[config.mk]
export PLATFORM = sky130hd
export DESIGN_NAME = branch_resolve_queue
export DESIGN_NICKNAME = d
export VERILOG_FILES = /design/src/rtl/branch_resolve_queue.sv
export SDC_FILE = /design/constraint.sdc
export NUM_CORES = 1
export LEC_CHECK = 0
export ABC_CLOCK_PERIOD_IN_PS = 4750
export CORE_AREA = 2 2 194 196
export CTS_CLUSTER_SIZE = 14
export DETAILED_ROUTE_END_ITERATION = 12
export DIE_AREA = 0 0 196 198
export GPL_ROUTABILITY_DRIVEN = 0
export SETUP_SLACK_MARGIN = 0.5
export SLEW_MARGIN = 20
export SYNTH_ARGS = -nofsm -noshare
export SYNTH_HDL_FRONTEND = slang
export SYNTH_SLANG_ARGS = --single-unit
[constraint.sdc]
create_clock -name clk -period 4.75 [get_ports clk]
set_input_delay 0.95 -clock clk [delete_from_list [all_inputs] [get_ports clk]]
set_output_delay 0.95 -clock clk [all_outputs]
set_load 0.005 [all_outputs]
[src/rtl/branch_resolve_queue.sv]
// -----------------------------------------------------------------------------
// branch_resolve_queue
//
// Purpose:
//   Execute-side partner of the fetch-stage branch predictor. Fetch pushes every
//   predicted conditional branch / jalr (PC, predicted direction, predicted
//   target) into an in-order circular queue. Execute resolves the oldest entry
//   with the real outcome. A correct prediction simply retires the head. A
//   wrong prediction flushes the whole queue and raises a registered one-cycle
//   redirect to fetch, during which the block neither accepts pushes nor
//   resolves. Sticky error flags and saturating perf counters are kept.
//
// Ports:
//   clk            in   core clock, rising edge
//   rst_n          in   asynchronous active-low reset
//   fet_push       in   fetch pushes a prediction (taken only when fet_ready=1)
//   fet_ready      out  queue not full and not redirecting
//   fet_pc         in   PC of the predicted instruction
//   fet_taken      in   predicted direction
//   fet_target     in   predicted target
//   exe_res_valid  in   execute resolves the oldest outstanding branch
//   exe_pc         in   PC of the resolved instruction
//   exe_taken      in   actual direction
//   exe_target     in   actual taken target
//   redirect_valid out  one-cycle pulse: fetch must restart at redirect_pc
//   redirect_pc    out  restart address captured at the mispredict
//   q_count        out  current occupancy (0..DEPTH)
//   err_underflow  out  sticky: resolve seen while the queue was empty
//   err_order      out  sticky: resolved PC differed from the head PC
//   mispred_cnt    out  saturating mispredict count
//   resolve_cnt    out  saturating count of resolves accepted in RUN
// -----------------------------------------------------------------------------
module branch_resolve_queue #(
  parameter int DEPTH = 4,
  parameter int AW    = 2,
  parameter int XLEN  = 32
) (
  input  logic            clk,
  input  logic            rst_n,
  input  logic            fet_push,
  output logic            fet_ready,
  input  logic [XLEN-1:0] fet_pc,
  input  logic            fet_taken,
  input  logic [XLEN-1:0] fet_target,
  input  logic            exe_res_valid,
  input  logic [XLEN-1:0] exe_pc,
  input  logic            exe_taken,
  input  logic [XLEN-1:0] exe_target,
  output logic            redirect_valid,
  output logic [XLEN-1:0] redirect_pc,
  output logic [AW:0]     q_count,
  output logic            err_underflow,
  output logic            err_order,
  output logic [15:0]     mispred_cnt,
  output logic [15:0]     resolve_cnt
);

  localparam logic [AW:0] LP_FULL = DEPTH[AW:0];
  localparam logic [15:0] LP_SAT  = 16'hFFFF;

  typedef enum logic [0:0] {
    ST_RUN   = 1'b0,
    ST_REDIR = 1'b1
  } state_t;

  state_t r_state;
  state_t w_state_next;

  // Queue storage (no reset needed: occupancy decides what is valid)
  logic [XLEN-1:0] r_mem_pc     [DEPTH];
  logic            r_mem_taken  [DEPTH];
  logic [XLEN-1:0] r_mem_target [DEPTH];

  logic [AW-1:0]   r_wr_ptr;
  logic [AW-1:0]   r_rd_ptr;
  logic [AW:0]     r_count;

  logic            r_redirect_valid;
  logic [XLEN-1:0] r_redirect_pc;
  logic            r_err_underflow;
  logic            r_err_order;
  logic [15:0]     r_mispred_cnt;
  logic [15:0]     r_resolve_cnt;

  logic            w_run;
  logic            w_full;
  logic            w_empty;
  logic            w_ready;
  logic            w_resolve;
  logic            w_res_hit;
  logic            w_pc_diff;
  logic            w_mismatch;
  logic            w_pop;
  logic            w_push;
  logic [XLEN-1:0] w_head_pc;
  logic            w_head_taken;
  logic [XLEN-1:0] w_head_target;
  logic [XLEN-1:0] w_restart_pc;

  // ---------------------------------------------------------------------------
  // Status and head decode
  // ---------------------------------------------------------------------------
  assign w_run    = (r_state == ST_RUN);
  assign w_full   = (r_count == LP_FULL);
  assign w_empty  = (r_count == '0);
  // Ready depends only on registered state: a pop in the same cycle does not
  // open a slot for fetch, keeping pop->ready off the combinational path.
  assign w_ready  = ~w_full & w_run;

  assign w_head_pc     = r_mem_pc[r_rd_ptr];
  assign w_head_taken  = r_mem_taken[r_rd_ptr];
  assign w_head_target = r_mem_target[r_rd_ptr];

  assign w_resolve  = exe_res_valid & w_run;
  assign w_res_hit  = w_resolve & ~w_empty;
  assign w_pc_diff  = (exe_pc != w_head_pc);
  // Target only matters when the branch was actually taken.
  assign w_mismatch = w_res_hit &
                      (w_pc_diff |
                       (exe_taken != w_head_taken) |
                       (exe_taken & (exe_target != w_head_target)));
  assign w_pop      = w_res_hit & ~w_mismatch;
  // A push that coincides with a mispredict belongs to the wrong path: drop it.
  assign w_push     = fet_push & w_ready & ~w_mismatch;

  assign w_restart_pc = exe_taken ? exe_target : (exe_pc + XLEN'(4));

  // ---------------------------------------------------------------------------
  // FSM: state register and next-state logic
  // ---------------------------------------------------------------------------
  always_ff @(posedge clk or negedge rst_n) begin
    if (!rst_n) begin
      r_state <= ST_RUN;
    end else begin
      r_state <= w_state_next;
    end
  end

  always_comb begin
    w_state_next = r_state;
    case (r_state)
      ST_RUN:   if (w_mismatch) w_state_next = ST_REDIR;
      ST_REDIR: w_state_next = ST_RUN;
      default:  w_state_next = ST_RUN;
    endcase
  end

  // ---------------------------------------------------------------------------
  // Queue storage write
  // ---------------------------------------------------------------------------
  always_ff @(posedge clk) begin
    if (w_push) begin
      r_mem_pc[r_wr_ptr]     <= fet_pc;
      r_mem_taken[r_wr_ptr]  <= fet_taken;
      r_mem_target[r_wr_ptr] <= fet_target;
    end
  end

  // ---------------------------------------------------------------------------
  // Pointers and occupancy
  // ---------------------------------------------------------------------------
  always_ff @(posedge clk or negedge rst_n) begin
    if (!rst_n) begin
      r_wr_ptr <= '0;
      r_rd_ptr <= '0;
      r_count  <= '0;
    end else if (w_mismatch) begin
      // Flush: everything younger than the mispredicted branch is discarded.
      r_rd_ptr <= r_wr_ptr;
      r_count  <= '0;
    end else begin
      if (w_push) r_wr_ptr <= r_wr_ptr + 1'b1;
      if (w_pop)  r_rd_ptr <= r_rd_ptr + 1'b1;
      case ({w_push, w_pop})
        2'b10:   r_count <= r_count + 1'b1;
        2'b01:   r_count <= r_count - 1'b1;
        default: r_count <= r_count;
      endcase
    end
  end

  // ---------------------------------------------------------------------------
  // Redirect output
  // ---------------------------------------------------------------------------
  always_ff @(posedge clk or negedge rst_n) begin
    if (!rst_n) begin
      r_redirect_valid <= 1'b0;
      r_redirect_pc    <= '0;
    end else begin
      r_redirect_valid <= w_mismatch;
      if (w_mismatch) r_redirect_pc <= w_restart_pc;
    end
  end

  // ---------------------------------------------------------------------------
  // Sticky errors and saturating counters
  // ---------------------------------------------------------------------------
  always_ff @(posedge clk or negedge rst_n) begin
    if (!rst_n) begin
      r_err_underflow <= 1'b0;
      r_err_order     <= 1'b0;
      r_mispred_cnt   <= '0;
      r_resolve_cnt   <= '0;
    end else begin
      if (w_resolve & w_empty)    r_err_underflow <= 1'b1;
      if (w_mismatch & w_pc_diff) r_err_order     <= 1'b1;
      if (w_mismatch && (r_mispred_cnt != LP_SAT)) begin
        r_mispred_cnt <= r_mispred_cnt + 16'd1;
      end
      if (w_resolve && (r_resolve_cnt != LP_SAT)) begin
        r_resolve_cnt <= r_resolve_cnt + 16'd1;
      end
    end
  end

  // ---------------------------------------------------------------------------
  // Outputs
  // ---------------------------------------------------------------------------
  assign fet_ready      = w_ready;
  assign redirect_valid = r_redirect_valid;
  assign redirect_pc    = r_redirect_pc;
  assign q_count        = r_count;
  assign err_underflow  = r_err_underflow;
  assign err_order      = r_err_order;
  assign mispred_cnt    = r_mispred_cnt;
  assign resolve_cnt    = r_resolve_cnt;

endmodule

# Word-level counts from Yosys, hierarchy flattened

Memory sizes are Yosys's and may differ from the RTL's.
Index checks and enable logic that the tools add are counted.

Bits in writable memories: 260
Output and inout port bits: 71
Bits in registers: 75
Logic and storage cells: 59
Memories kept: 3

Bitwise operators: 16
$add $sub $neg: 7
Equal/unequal tests: 8
Multiplexer cells: 9
Reduce and logical (&&, ||, !) cells: 6

Memory list:

| name         | depth | bits a word | read ports | clocked after Yosys merged registers in | wr ports | RTL line | text |
|---|---|---|---|---|---|---|---|
| r_mem_pc     | 4     | 32          | 1          | 0                                       | 1        | 70       | `logic [XLEN-1:0] r_mem_pc [DEPTH];` |
| r_mem_target | 4     | 32          | 1          | 0                                       | 1        | 72       | `logic [XLEN-1:0] r_mem_target [DEPTH];` |
| r_mem_taken  | 4     | 1           | 1          | 0                                       | 1        | 71       | `logic r_mem_taken [DEPTH];` |

Operator list:

| cell                                                                  | number |
|---|---|
| 32-bit != test                                                        | 2 |
| 16-bit by 1-bit adder with 16-bit output, second input constant       | 2 |
| 32-bit by 3-bit adder with 32-bit output, second input constant       | 1 |
| 32-bit 2-to-1 mux                                                     | 1 |
| 16-bit != test, second input constant                                 | 2 |
| 1-bit bitwise AND                                                     | 10 |
| 3-bit case mux with 2 select lines                                    | 1 |
| 2-bit by 1-bit adder with 2-bit output, second input constant         | 2 |
| 2-bit 2-to-1 mux                                                      | 2 |
| 1-bit inverter                                                        | 4 |
| 3-bit by 1-bit adder with 3-bit output, second input constant         | 1 |
| 3-bit equality test, second input constant                            | 1 |
| 3-bit zero test                                                       | 1 |
| 1-bit 2-to-1 mux                                                      | 3 |
| 3-bit 2-to-1 mux                                                      | 1 |
| 3-bit nonzero test                                                    | 1 |
| 3-bit by 1-bit subtractor with 3-bit output, second input constant    | 1 |
| 2-bit by 1-bit equality test with 1-bit output, second input constant | 1 |
| 2-bit equality test, second input constant                            | 1 |
| 1-bit logical AND                                                     | 2 |
| 1-bit bitwise OR                                                      | 2 |
| 1-bit case mux with 2 select lines                                    | 1 |
| 2-bit AND reduction                                                   | 1 |
| 2-bit nonzero test                                                    | 1 |
| 1-bit != test                                                         | 1 |

# Depth between registers and ports, before layout

An unclocked memory read counts as a cell.

Word-level depth: 10
Depth in mapped cells: 15
Mapped depth without buffers: 12

# Least setup slack after synthesis

Ideal clock, no wire load.

Path type: reg-to-reg
Start: register r_rd_ptr[0]
End: memory r_mem_pc[0][0] (enable)
Setup slack: 440 ps
Setup time: 430 ps
Cell stages (with the launch flop): 12
Arrival time: 3,880 ps
Data required time: 4,320 ps
Period minus slack after synthesis: 4,310 ps
Path through: dfrtp_1 -> buf_2 -> buf_6 -> buf_6 -> mux4_2 -> xnor2_1 -> nand4_1 -> nor4_1 -> nand2_1 -> o21ai_1 -> clkbuf_1 -> and3_1

Longest elaborated chain between the ends: 9
Elaborated cells on any way between the ends: 14

RTL lines:

| item                                                  | RTL line | text |
|---|---|---|
| start: declaration                                    | 75       | `logic [AW-1:0] r_rd_ptr;` |
| start signal: assignment                              | 169      | `r_rd_ptr <= r_wr_ptr;` |
| start signal: assignment                              | 173      | `if (w_pop) r_rd_ptr <= r_rd_ptr + 1'b1;` |
| memory read 4 x 32 bit (tied with other cells)        | -        |  |
| 32-bit != test (tied with other cells)                | 116      | `assign w_pc_diff = (exe_pc != w_head_pc);` |
| 1-bit bitwise OR or 1-bit bitwise AND (tied branches) | 119, 121 |  |
| 1-bit bitwise OR (*)                                  | 120      | `(exe_taken != w_head_taken) \|` |
| 1-bit bitwise AND (*)                                 | 118      | `assign w_mismatch = w_res_hit &` |
| 1-bit inverter (no source line) (*)                   | -        |  |
| 1-bit bitwise AND (*)                                 | 124      | `assign w_push = fet_push & w_ready & ~w_mismatch;` |
| 1-bit 2-to-1 mux (*)                                  | 152      | `if (w_push) begin` |
| 1-bit 2-to-1 mux (not written as such) (*)            | 153      | `r_mem_pc[r_wr_ptr] <= fet_pc;` |
| end: declaration                                      | 70       |  |

Mark *: on every way between the ends. The rest lies on a longest branch, timed or not.

# Final worst setup path

Start: register r_rd_ptr[0]
End: register r_count[2], in the netlist q_count[2]

Longest elaborated chain between the ends: 10
Elaborated cells on any way between the ends: 18

RTL lines:

| item                                                                                  | RTL line | text |
|---|---|---|
| memory read 4 x 32 bit (tied with other cells)                                        | -        |  |
| 32-bit != test (tied with other cells)                                                | 116      |  |
| 1-bit bitwise OR or 1-bit bitwise AND (tied branches)                                 | 119, 121 |  |
| 1-bit bitwise OR (*)                                                                  | 120      |  |
| 1-bit bitwise AND (*)                                                                 | 118      |  |
| 1-bit inverter (no source line)                                                       | -        |  |
| 1-bit bitwise AND, on equally long branches                                           | 122, 124 |  |
| 2-bit by 1-bit equality test with 1-bit output or 2-bit equality test (tied branches) | 174      | `case ({w_push, w_pop})` |
| 3-bit case mux with 2 select lines                                                    | 174      |  |
| 3-bit 2-to-1 mux                                                                      | 167      | `end else if (w_mismatch) begin` |
| end signal: assignment                                                                | 175      | `2'b10: r_count <= r_count + 1'b1;` |
| end signal: assignment                                                                | 176      | `2'b01: r_count <= r_count - 1'b1;` |
| end signal: assignment                                                                | 177      | `default: r_count <= r_count;` |
| end: declaration                                                                      | 76       | `logic [AW:0] r_count;` |

Marks and branches as above.
A chain may end at the register's enable or synchronous reset.

==> results.toml <==
[pwr]
p_int_mw = 6.97
swShare_pct = 29.2
power_frac_clock_pct = 28.2
p_comb_share_pct = 30.2
p_switching_mw = 2.88
peakVddDrop_v = 0.000280
power.density_nw_per_um2 = 547
leakagePower_nw = 6.15
seq_power_share_pct = 41.6

[synth]
syn_inst = 867
synth.cell_area_um2 = 14100
synth_ff_type = "edfxtp_1"
synth-seq-cells = 335
synth_edf_count = 260
synth_seq_area_share_pct = 68.6
ys_types = 42
syn_nets = 1009
ys_warn_count = 0
async_flop_share_pct = 22.4
avgSynthCellArea_um2 = 16.3

[routing]
wl_per_cell_um = 22.5
drt_pass1_iterations = 4
ant_nets = 0
drtIter0Drc = 543
vias = 8237
avgViaCountPerCell = 5.16
wl_um = 35900
drcViolationCount = 0

[timing]
relSlewSlack_pct = 42.2
finalClockSkew_ns = 0.0218
slew_violations = 0
rsz0062_at_grt = "no"
fin_ws_ns = 0.891
setup_viol = 0
post-route-period-util_pct = 81.3
tns_ns = 0
finalHoldViolCount = 0
finalCriticalPeriod_ns = 3.86
worst_pin_slew_ns = 0.860
fmax_ghz = 0.259

[clock_tree]
cts.path.max_buffers = 3
cts_tree = "yes"
cts_root_buffer = "clkbuf_16"
path_clk_slew_ns = 0.06
cts-buffers-inserted = 37
clk_latency_ns = 0.52
numClockSinks = 335
htreeDepth = 2

[global_route]
grt_pass1_vias = 8297
grt_usage_pct = 18.7
grt_max_degree = 76
grt_pass1_wl_um = 53100
grt-ovfl-total = 0
antenna_found_initial = 3

[setup_path]
cp_slowest_stage_delay_ns = 0.55
cpMaxStageDelayCell = "mux4_2"
endpoint_kind = "register"
cp_max_fo = 9
crit_top_cell = "a21oi_1"
worstPathCellList = "buf_4 -> buf_4 -> mux4_2 -> xnor2_1 -> nand4_1 -> nor3_1 -> a31oi_1 -> or3_4 -> nor2_1 -> fa_1 -> nor3_1 -> a21oi_1 -> a21oi_1 -> a21oi_1"
startpoint_type = "register"
cp.arrival_ns = 4.25
critical_path_class = "reg -> reg"
ff2ff_path_depth = 14
r2r_slack_ns = 0.89
required_ns = 5.14
critPathTopFamily = "simple AND/OR/NAND/NOR gates"
cp.buffers_inverters = 2
crit-reg2reg-launch = "r_rd_ptr[0]"
r2r_end = "q_count[2]"

[placed_design]
portBuffers = 204
dpl_worst_slack_ns = 0.429
dp_hpwl_um = 25400

[final_layout]
diodes = 0
drive_gt1_share_pct = 14.1
syn2layout_area_growth_pct = 27.4
finalNetCount = 1235

[job]
maxCapViolations = 0

[worst_hold_path]
min_path_type = "reg -> reg"
hold_depth = 1
worstHoldStart = "err_underflow"
whs_endpoint = "err_underflow"

[floorplan]
core-area_um2 = 37000
die_h_um = 198
rows = 71
die_x_um = 196
fp.dieArea_um2 = 38800
start_util_pct = 38.2
ioPinCount = 205

[outcome]
status = "complete, no violations"
stage by stage:
stage | hold slack [ns] | util [%] | cells | cell area, um^2 | total power [mW]
after global routing | 0.484 | 48.7 | 1595 | 18000 | 10.3
after global placement | 0.447 | 45.4 | 1525 | 16800 | 7.11
after detailed placement | 0.448 | 45.4 | 1525 | 16800 | 7.15
after floorplan | 0.451 | - | 867 | 14100 | 5.89
after CTS | 0.464 | 48.6 | 1592 | 17900 | 9.95
final | 0.460 | 48.7 | 1595 | 18000 | 9.84
placed cells by master (no fill, tap or decap), drive strengths merged, types with 2 or more instances in the layout:
cell,n
ha,7
nor2,33
bufinv,3
a31oi,2
xnor2,97
nand2,62
nand4,27
mux2i,11
buf,21
inv,9
xor2,22
a21oi,27
or3,5
mux4,65
nand3,22
mux2,6
or2,2
edfxtp,260
clkinv,19
clkdlybuf4s50,202
o21ai,41
nor3,13
nand2b,4
and3,18
nor4,8
clkbuf,44
and4,2
a21o,2
dfrtp,75
cell usage after synthesis (5+ instances only):
cell type  instances  area share, %
edfxtp_1         260             55
xnor2_1           97            6.0
dfrtp_1           75             13
mux4_2            65             10
nand2_1           62            1.6
o21ai_0           40            1.4
nor2_1            33           0.88
a21oi_1           27           0.96
nand4_1           27            1.2
nand3_1           22           0.78
xor2_1            22            1.4
and3_1            18           0.80
clkbuf_1          13           0.35
nor3_1            13           0.46
mux2i_1           11           0.78
buf_2             10           0.35
inv_1              9           0.24
nor4_1             8           0.35
ha_1               7           0.62
mux2_2             6           0.48
buf_6              5           0.40
sequential cells by signal (all words and copies together) (netlist names):
register	count
err_order	1
err_underflow	1
mispred_cnt	16
q_count	3
r_mem_pc	128
r_mem_taken	4
r_mem_target	128
r_rd_ptr	2
r_state	1
r_wr_ptr	2
redirect_pc	32
redirect_valid	1
resolve_cnt	16
power by group through the flow:
stage	sequential [mW]	clock, mW	combinational [mW]
final	4.09	2.78	2.97
after global routing	4.15	2.94	3.24
after CTS	4.12	2.84	2.98
after detailed placement	4.18	0	2.98
after global placement	4.16	0	2.95
after floorplan	4.07	0	1.82
routing by layer:
layer / part of all wire [%] / global-route usage [%] / vias up / routed length [um]
met2: 48 / 30.4 / 289 / 17200
met3: 5.8 / 3.58 / 64 / 2080
met5: 0.11 / 0 / - / 40
li1: - / - / 3766 / -
met1: 43 / 25.4 / 4112 / 15600
met4: 2.9 / 5.86 / 6 / 1030
area by class of cell:
class / instances / area [um^2]
clock buffer: 44 / 983
multi-input combinational: 487 / 4220
fill: 3214 / 19000
clock inverter: 23 / 198
tap: 474 / 593
sequential: 335 / 9690
timing repair buffer: 223 / 2270
inverter: 9 / 33.8
timing repair:
action | 4_1_cts | 5_1_grt
gates resized for setup | 0 | 2
buffers inserted | 0 | 3
setup endpoints to repair | 0 | 2
hold buffers | 0 | 0
logic make-up (layout without fill, tap and decap cells):
family                   count (synthesis)  in the layout  share of synthesized area, %
buffers and inverters                   45            299                          1.66
adder cells (fa/ha/maj)                  8              8                         0.763
multiplexers                            82             82                          11.6
AO/OA/AOI/OAI                           78             78                          2.95
AND/OR/NAND/NOR                        200            200                          6.97
flip-flops                             335            335                          68.6
XOR/XNOR                               119            119                          7.39
worst max path at each step:
| stage | start | end | slack (ns) | cells after the start |
|---|---|---|---|---|
| after floorplan | r_rd_ptr[0] | r_mem_pc[0][0] | 1.16 | 11 |
| after detailed placement | exe_pc[2] | redirect_pc[28] | 0.43 | 11 |
| after global placement | exe_pc[2] | redirect_pc[28] | 0.44 | 11 |
| after global routing | r_rd_ptr[0] | q_count[2] | 0.67 | 14 |
| after CTS | r_rd_ptr[0] | mispred_cnt[1] | 0.60 | 10 |
| final | r_rd_ptr[0] | q_count[2] | 0.89 | 14 |
No activity file was read; power rests on OpenSTA's default activity.
